### config.mk
export PLATFORM = sky130hd
export DESIGN_NAME = rgb2gray_writer_flat
export DESIGN_NICKNAME = d
export VERILOG_FILES = /design/src/rtl/rgb2gray_writer_if.sv /design/src/rtl/rgb2gray_writer.sv /design/src/flat_wrapper.sv
export SDC_FILE = /design/constraint.sdc
export NUM_CORES = 1
export LEC_CHECK = 0
export ABC_CLOCK_PERIOD_IN_PS = 4630
export CORE_UTILIZATION = 30
export DETAILED_ROUTE_END_ITERATION = 8
export GPL_ROUTABILITY_DRIVEN = 0
export GPL_TIMING_DRIVEN = 1
export PLACE_DENSITY_LB_ADDON = 0.12
export SYNTH_ARGS = -nofsm -noshare
export SYNTH_HDL_FRONTEND = slang
export SYNTH_SLANG_ARGS = --single-unit
export TNS_END_PERCENT = 100
### constraint.sdc
create_clock -name i_CLK -period 4.63 [get_ports i_CLK]
set_clock_uncertainty 0.15 [all_clocks]
set_input_delay 0.926 -clock i_CLK [delete_from_list [all_inputs] [get_ports i_CLK]]
set_output_delay 0.926 -clock i_CLK [all_outputs]
set_load 0.02 [all_outputs]
### src/rtl/rgb2gray_writer_if.sv
// Pixel-in / gray-BRAM-out bus of the RGB-to-gray writer, plus the frame
// handoff pair shared with the Sobel stage.
interface rgb2gray_writer_if #(
  parameter int ADDR_W = 17
);
  logic              i_PIX_VALID;
  logic              i_SOF;
  logic [7:0]        i_R;
  logic [7:0]        i_G;
  logic [7:0]        i_B;
  logic              o_READY;
  logic [ADDR_W-1:0] o_ADDRESS_2GRAYBRAM;
  logic              o_WRITE_GRAYBRAM;
  logic [7:0]        o_DATA_2GRAYBRAM;
  logic              START_RDGRAYBRAM;
  logic              DONE_CAL;

  modport master (
    output i_PIX_VALID, i_SOF, i_R, i_G, i_B, DONE_CAL,
    input  o_READY, o_ADDRESS_2GRAYBRAM, o_WRITE_GRAYBRAM, o_DATA_2GRAYBRAM,
           START_RDGRAYBRAM
  );

  modport slave (
    input  i_PIX_VALID, i_SOF, i_R, i_G, i_B, DONE_CAL,
    output o_READY, o_ADDRESS_2GRAYBRAM, o_WRITE_GRAYBRAM, o_DATA_2GRAYBRAM,
           START_RDGRAYBRAM
  );
endinterface

### src/rtl/rgb2gray_writer.sv
// Converts a raster RGB stream to 8-bit luminance, writes one frame into the
// gray BRAM at sequential addresses, then hands the frame to the Sobel stage.
module rgb2gray_writer #(
  parameter int IMG_W  = 320,
  parameter int IMG_H  = 240,
  parameter int ADDR_W = 17,
  parameter int KR     = 77,
  parameter int KG     = 150,
  parameter int KB     = 29
) (
  input  logic             i_CLK,
  input  logic             i_RSTn,
  rgb2gray_writer_if.slave bus
);
  localparam int                FRAME  = IMG_W * IMG_H;
  localparam int                STAGES = 2;
  localparam logic [ADDR_W-1:0] LAST   = ADDR_W'(FRAME - 1);
  localparam logic [ADDR_W-1:0] ONE    = ADDR_W'(1);
  localparam logic [7:0]        KR8    = 8'(KR);
  localparam logic [7:0]        KG8    = 8'(KG);
  localparam logic [7:0]        KB8    = 8'(KB);

  typedef enum logic [1:0] {FILL, DRAIN, HANDOFF} state_t;

  state_t            state, state_nx;
  logic              ready, ready_nx;
  logic [ADDR_W-1:0] cnt, cnt_nx;
  logic [ADDR_W-1:0] pix_addr;
  logic              accept;

  logic [STAGES:0]   vld_pipe;
  logic [7:0]        r0, g0, b0;
  logic [ADDR_W-1:0] addr0, addr1, addr2;
  logic [15:0]       pr, pg, pb;
  logic [7:0]        gray2;

  assign accept   = bus.i_PIX_VALID & ready;
  // SOF re-anchors the frame: this pixel lands at 0 regardless of the count
  assign pix_addr = bus.i_SOF ? '0 : cnt;

  always_comb begin
    state_nx = state;
    ready_nx = ready;
    cnt_nx   = cnt;
    unique case (state)
      FILL: begin
        ready_nx = 1'b1;
        if (accept) begin
          cnt_nx = pix_addr + ONE;
          if (pix_addr == LAST) begin
            cnt_nx   = '0;
            ready_nx = 1'b0;
            state_nx = DRAIN;
          end
        end
      end
      DRAIN: begin
        ready_nx = 1'b0;
        // no accepts here, so the last-address strobe is the frame's final write
        if (vld_pipe[STAGES] && addr2 == LAST) state_nx = HANDOFF;
      end
      HANDOFF: begin
        ready_nx = 1'b0;
        if (bus.DONE_CAL) begin
          ready_nx = 1'b1;
          cnt_nx   = '0;
          state_nx = FILL;
        end
      end
      default: begin
        ready_nx = 1'b0;
        cnt_nx   = '0;
        state_nx = FILL;
      end
    endcase
  end

  always_ff @(posedge i_CLK or negedge i_RSTn) begin
    if (!i_RSTn) begin
      state <= FILL;
      ready <= 1'b0;
      cnt   <= '0;
    end else begin
      state <= state_nx;
      ready <= ready_nx;
      cnt   <= cnt_nx;
    end
  end

  always_ff @(posedge i_CLK or negedge i_RSTn) begin
    if (!i_RSTn) vld_pipe <= '0;
    else         vld_pipe <= {vld_pipe[STAGES-1:0], accept};
  end

  // Stage 0: capture the accepted pixel with its address
  always_ff @(posedge i_CLK or negedge i_RSTn) begin
    if (!i_RSTn) begin
      r0    <= '0;
      g0    <= '0;
      b0    <= '0;
      addr0 <= '0;
    end else if (accept) begin
      r0    <= bus.i_R;
      g0    <= bus.i_G;
      b0    <= bus.i_B;
      addr0 <= pix_addr;
    end
  end

  // Stage 1: weighted products
  always_ff @(posedge i_CLK or negedge i_RSTn) begin
    if (!i_RSTn) begin
      pr    <= '0;
      pg    <= '0;
      pb    <= '0;
      addr1 <= '0;
    end else if (vld_pipe[0]) begin
      pr    <= {8'd0, KR8} * {8'd0, r0};
      pg    <= {8'd0, KG8} * {8'd0, g0};
      pb    <= {8'd0, KB8} * {8'd0, b0};
      addr1 <= addr0;
    end
  end

  // Stage 2: rounded sum; weights total 256 so the result never exceeds 255
  always_ff @(posedge i_CLK or negedge i_RSTn) begin
    if (!i_RSTn) begin
      gray2 <= '0;
      addr2 <= '0;
    end else if (vld_pipe[1]) begin
      gray2 <= 8'(({1'b0, pr} + {1'b0, pg} + {1'b0, pb} + 17'd128) >> 8);
      addr2 <= addr1;
    end
  end

  assign bus.o_READY             = ready;
  assign bus.o_WRITE_GRAYBRAM    = vld_pipe[STAGES];
  assign bus.o_ADDRESS_2GRAYBRAM = addr2;
  assign bus.o_DATA_2GRAYBRAM    = gray2;
  assign bus.START_RDGRAYBRAM    = (state == HANDOFF);
endmodule
### src/flat_wrapper.sv
// flat-port wrapper written by rule: the top's interface ports become plain ports
module rgb2gray_writer_flat 
#(
  parameter int IMG_W  = 320,
  parameter int IMG_H  = 240,
  parameter int ADDR_W = 17,
  parameter int KR     = 77,
  parameter int KG     = 150,
  parameter int KB     = 29
)
  (i_CLK, i_RSTn, bus_i_PIX_VALID, bus_i_SOF, bus_i_R, bus_i_G, bus_i_B, bus_DONE_CAL, bus_o_READY, bus_o_ADDRESS_2GRAYBRAM, bus_o_WRITE_GRAYBRAM, bus_o_DATA_2GRAYBRAM, bus_START_RDGRAYBRAM);
  rgb2gray_writer_if #(.ADDR_W(ADDR_W)) bus_i ();
  input  logic i_CLK;
  input  logic i_RSTn;
  input wire logic [$bits(bus_i.i_PIX_VALID)-1:0] bus_i_PIX_VALID;
  input wire logic [$bits(bus_i.i_SOF)-1:0] bus_i_SOF;
  input wire logic [$bits(bus_i.i_R)-1:0] bus_i_R;
  input wire logic [$bits(bus_i.i_G)-1:0] bus_i_G;
  input wire logic [$bits(bus_i.i_B)-1:0] bus_i_B;
  input wire logic [$bits(bus_i.DONE_CAL)-1:0] bus_DONE_CAL;
  output wire logic [$bits(bus_i.o_READY)-1:0] bus_o_READY;
  output wire logic [$bits(bus_i.o_ADDRESS_2GRAYBRAM)-1:0] bus_o_ADDRESS_2GRAYBRAM;
  output wire logic [$bits(bus_i.o_WRITE_GRAYBRAM)-1:0] bus_o_WRITE_GRAYBRAM;
  output wire logic [$bits(bus_i.o_DATA_2GRAYBRAM)-1:0] bus_o_DATA_2GRAYBRAM;
  output wire logic [$bits(bus_i.START_RDGRAYBRAM)-1:0] bus_START_RDGRAYBRAM;
  assign bus_i.i_PIX_VALID = bus_i_PIX_VALID;
  assign bus_i.i_SOF = bus_i_SOF;
  assign bus_i.i_R = bus_i_R;
  assign bus_i.i_G = bus_i_G;
  assign bus_i.i_B = bus_i_B;
  assign bus_i.DONE_CAL = bus_DONE_CAL;
  assign bus_o_READY = bus_i.o_READY;
  assign bus_o_ADDRESS_2GRAYBRAM = bus_i.o_ADDRESS_2GRAYBRAM;
  assign bus_o_WRITE_GRAYBRAM = bus_i.o_WRITE_GRAYBRAM;
  assign bus_o_DATA_2GRAYBRAM = bus_i.o_DATA_2GRAYBRAM;
  assign bus_START_RDGRAYBRAM = bus_i.START_RDGRAYBRAM;
  rgb2gray_writer #(.IMG_W(IMG_W), .IMG_H(IMG_H), .ADDR_W(ADDR_W), .KR(KR), .KG(KG), .KB(KB)) u_core (.i_CLK(i_CLK), .i_RSTn(i_RSTn), .bus(bus_i));
endmodule
==> qor.yml <==
global_route:
  antenna_found_initial: 0
  grt.overflow.total: 0
  grt_start_max_net_pins: 82
  grt_pass1_vias: 7002
  grt_util_all_layers: 0.142
  grt_pass1_wl_mm: 37.0
cts:
  clockRootBuffer: "clkbuf_16"
  cts_resized: 0
  cts_tree: "built"
  clock-sinks: 149
  clockBufferDepth: 2
  holdBufCountCts: 0
  cts_made_buffers: 17
  cts_setup_buffers: 0
  h-tree-depth: 4
  clkLatencyLatePin_ns: 0.43
  clk_pin_slew_ns: 0.07
sta:
  final_hold_viol_count: 0
  rsz0062_at_grt: "false"
  finalCritPeriodShare: 0.824
  slew_headroom: 0.398
  drv_slew: 0
  fin_ws_ns: 0.816
  period_minus_slack_ns: 3.81
  timing.hold.ws_ns: 0.329
  setup_viol: 0
  fmax_mhz: 262
  setup_tns_ns: 0
  tightest_slew_ns: 0.903
worst_setup_path:
  endpoint: "u_core.pr[12]$_DFFE_PN0P_"
  start_kind: "register"
  critPathKind: "reg -> reg"
  r2r-end: "u_core.pr[12]$_DFFE_PN0P_"
  r2r_slack_ns: 0.82
  cpPeakStageDelay_ns: 0.53
  r2r_cells: 12
  crit_start: "u_core.r0[5]$_DFFE_PN0P_"
  cp.depth: 12
  cp_slowest_cell: "fa_1"
  critical_path.top_delay_family: "adder cells"
  cp_num_buf_inv: 2
  cp_data_required_time_ns: 4.75
  critPathMostFrequentCell: "ha_1"
  cp_max_fo: 5
  arrival_ns: 3.94
  cp-end-kind: "register"
  path_cells: "ha_1 > ha_1 > inv_1 > fa_1 > inv_1 > fa_1 > ha_1 > o21a_1 > a2111oi_0 > o21bai_1 > xnor2_1 > o21ai_0"
  r2r_start: "u_core.r0[5]$_DFFE_PN0P_"
floorplan:
  core-area_um2: 31800
  dieArea_um2: 33200
  num_rows: 65
  io_pins: 57
  initial_core_util: 0.307
  die_w_um: 182
  die_height_um: 182
finish:
  antenna_cells: 0
  layout.nets: 1169
  drive_gt1_frac: 0.119
  regArea_um2: 3730
  fillers: 3225
  fin_cells: 1424
  multi_input_area_um2: 5430
  area_growth_pct: 17.0
power_and_ir_drop:
  share_seq_of_total_power: 0.335
  switching_power_mw: 1.56
  internal_power_mw: 2.89
  power_density_nw_per_um2: 390
  vdd_ir_drop_max_mv: 0.243
  pwr-share-comb: 0.343
  leakagePower_nw: 5.56
  switching_share: 0.350
  pwr-share-clk: 0.322
detailed_routing:
  wl_per_cell_um: 14.8
  wl_met3_um: 394
  drc_errors: 0
  firstDrtPassIters: 4
  ant_nets: 0
  num_vias: 6505
  drt_iter0_drc: 189
  wl_met2_mm: 9.69
  top_layer_used: "met4"
  wirelength_mm: 21.1
  avgViaCountPerCell: 4.57
  wl_met1_mm: 10.8
yosys:
  avgSynthCellArea_um2: 10.6
  netlist_area_um2: 9750
  yosysTopAreaCell: "dfrtp_1"
  synth_edf_count: 0
  synthDistinctLibCells: 64
  synth_nets: 1114
  async_flop_share: 1.00
  syn_inst: 921
  synth_warnings: 0
  synth_ff_type: "dfrtp_1"
  synth_seq_cells: 149
  ys_top_cells_by_area: "dfrtp_1, ha_1, fa_1"
  yosysSeqAreaShare: 0.383
  yosysTopAreaCellShare: 0.383
placed_design:
  io_buffers: 56
  dpl.cell_count: 1392
  place_hpwl_mm: 15.9
  place_ws_ns: 0.836
status:
  outcome: "completed"
flow_run:
  drv_cap: 0
min_path:
  min_path_type: "reg -> reg"
state kept, by name (all words and copies together), names as in the netlist, 2 cells and up:
register                        cells
u_core.r0                           8
u_core.state                        2
u_core.addr1                       17
u_core.vld_pipe                     3
u_core.g0                           8
u_core.bus.o_ADDRESS_2GRAYBRAM     17
u_core.pb                          13
u_core.bus.o_DATA_2GRAYBRAM         8
u_core.addr0                       17
u_core.pr                          15
u_core.pg                          15
u_core.cnt                         17
u_core.b0                           8
synth_stat cells (4+ instances only):
master,number
a211oi_1,8
a21o_1,8
a21oi_1,27
a32o_1,6
and3_1,4
buf_1,5
clkbuf_1,17
dfrtp_1,149
fa_1,38
ha_1,126
inv_1,127
mux2_2,64
mux2i_1,4
nand2_1,64
nand2b_1,13
nand3_1,7
nand4_1,7
nor2_1,32
nor2b_1,16
nor3_1,8
nor3b_1,4
o21a_1,9
o21ai_0,68
o21ai_1,10
o31ai_1,13
or3_1,6
xnor2_1,17
xor2_1,4
layout make-up:
class,instances,area share
timing repair buffer,62,0.0543
tap,435,0.0477
clock buffer,17,0.0373
inverter,127,0.0418
multi-input combinational,619,0.476
sequential,149,0.327
clock inverter,15,0.0161
routing by layer:
| metal | global-route usage | up-vias |
|---|---|---|
| met3 | 0.0227 | 14 |
| met1 | 0.199 | 3161 |
| met2 | 0.224 | 57 |
| met5 | 0 | - |
| li1 | - | 3273 |
| met4 | 0.0407 | 0 |
cell families after synthesis:
group | count (synthesis) | synth area share
xor gates and xnor gates | 21 | 0.0189
and+or+nand+nor | 188 | 0.104
buffers and inverters | 153 | 0.0611
adders and majority gates | 164 | 0.240
AOI/OAI and AO/OA | 178 | 0.115
DFF | 149 | 0.383
muxes | 68 | 0.0780
how the worst min path moves through the flow:
stage                                                            end                                        from  depth (start not counted)
after floorplan                         u_core.vld_pipe[2]$_DFF_PN0_                u_core.vld_pipe[1]$_DFF_PN0_                          0
after global placement    u_core.bus.o_DATA_2GRAYBRAM[5]$_DFFE_PN0P_  u_core.bus.o_DATA_2GRAYBRAM[5]$_DFFE_PN0P_                          1
after detailed placement                 u_core.addr0[7]$_DFFE_PN0P_                 u_core.addr0[7]$_DFFE_PN0P_                          2
after CTS                                u_core.addr0[7]$_DFFE_PN0P_                 u_core.addr0[7]$_DFFE_PN0P_                          2
after global routing      u_core.bus.o_DATA_2GRAYBRAM[5]$_DFFE_PN0P_  u_core.bus.o_DATA_2GRAYBRAM[5]$_DFFE_PN0P_                          1
final                                    u_core.addr0[2]$_DFFE_PN0P_                 u_core.addr0[2]$_DFFE_PN0P_                          2
metrics by stage:
stage	instance area, µm²	utilization	power (mW)
2_1_floorplan	9750	-	2.65
3_3_place_gp	10800	0.339	3.06
3_5_place_dp	10800	0.339	3.06
4_1_cts	11400	0.359	4.54
5_1_grt	11400	0.359	4.87
6_report	11400	0.359	4.45
worst reg2reg max path: cells and delay by family, from the launching register on:
family,cells,cell delay (ns)
adders and majority gates,5,1.90
buffers and inverters,2,0.10
xor gates and xnor gates,1,0.15
AOI/OAI and AO/OA,4,0.90
DFF,1,0.45
power by group through the flow:
stage | sequential, mW | clock [mW] | combinational (mW)
final | 1.49 | 1.43 | 1.53
after global routing | 1.51 | 1.55 | 1.81
after CTS | 1.49 | 1.49 | 1.56
after detailed placement | 1.52 | 0 | 1.55
after global placement | 1.52 | 0 | 1.55
after floorplan | 1.52 | 0 | 1.13
cells in the final DEF (no fill, tap or decap), types with 4 or more instances in the layout:
cell,n
dfrtp_1,148
a21oi_1,27
inv_8,4
a211oi_1,8
o31ai_1,13
and3_1,4
nand2b_1,13
nor2b_1,16
ha_1,126
o21ai_1,10
buf_4,5
inv_1,127
o21a_1,9
nand2_1,63
xnor2_1,17
nand4_1,7
nor3_1,8
a32o_1,6
clkdlybuf4s50_1,55
fa_1,38
a21o_1,8
clkbuf_16,17
nand3_1,7
or3_1,6
o21ai_0,68
xor2_1,4
mux2_2,64
nor3b_1,4
mux2i_1,4
nor2_1,32
No activity file was read; power rests on OpenSTA's default activity.
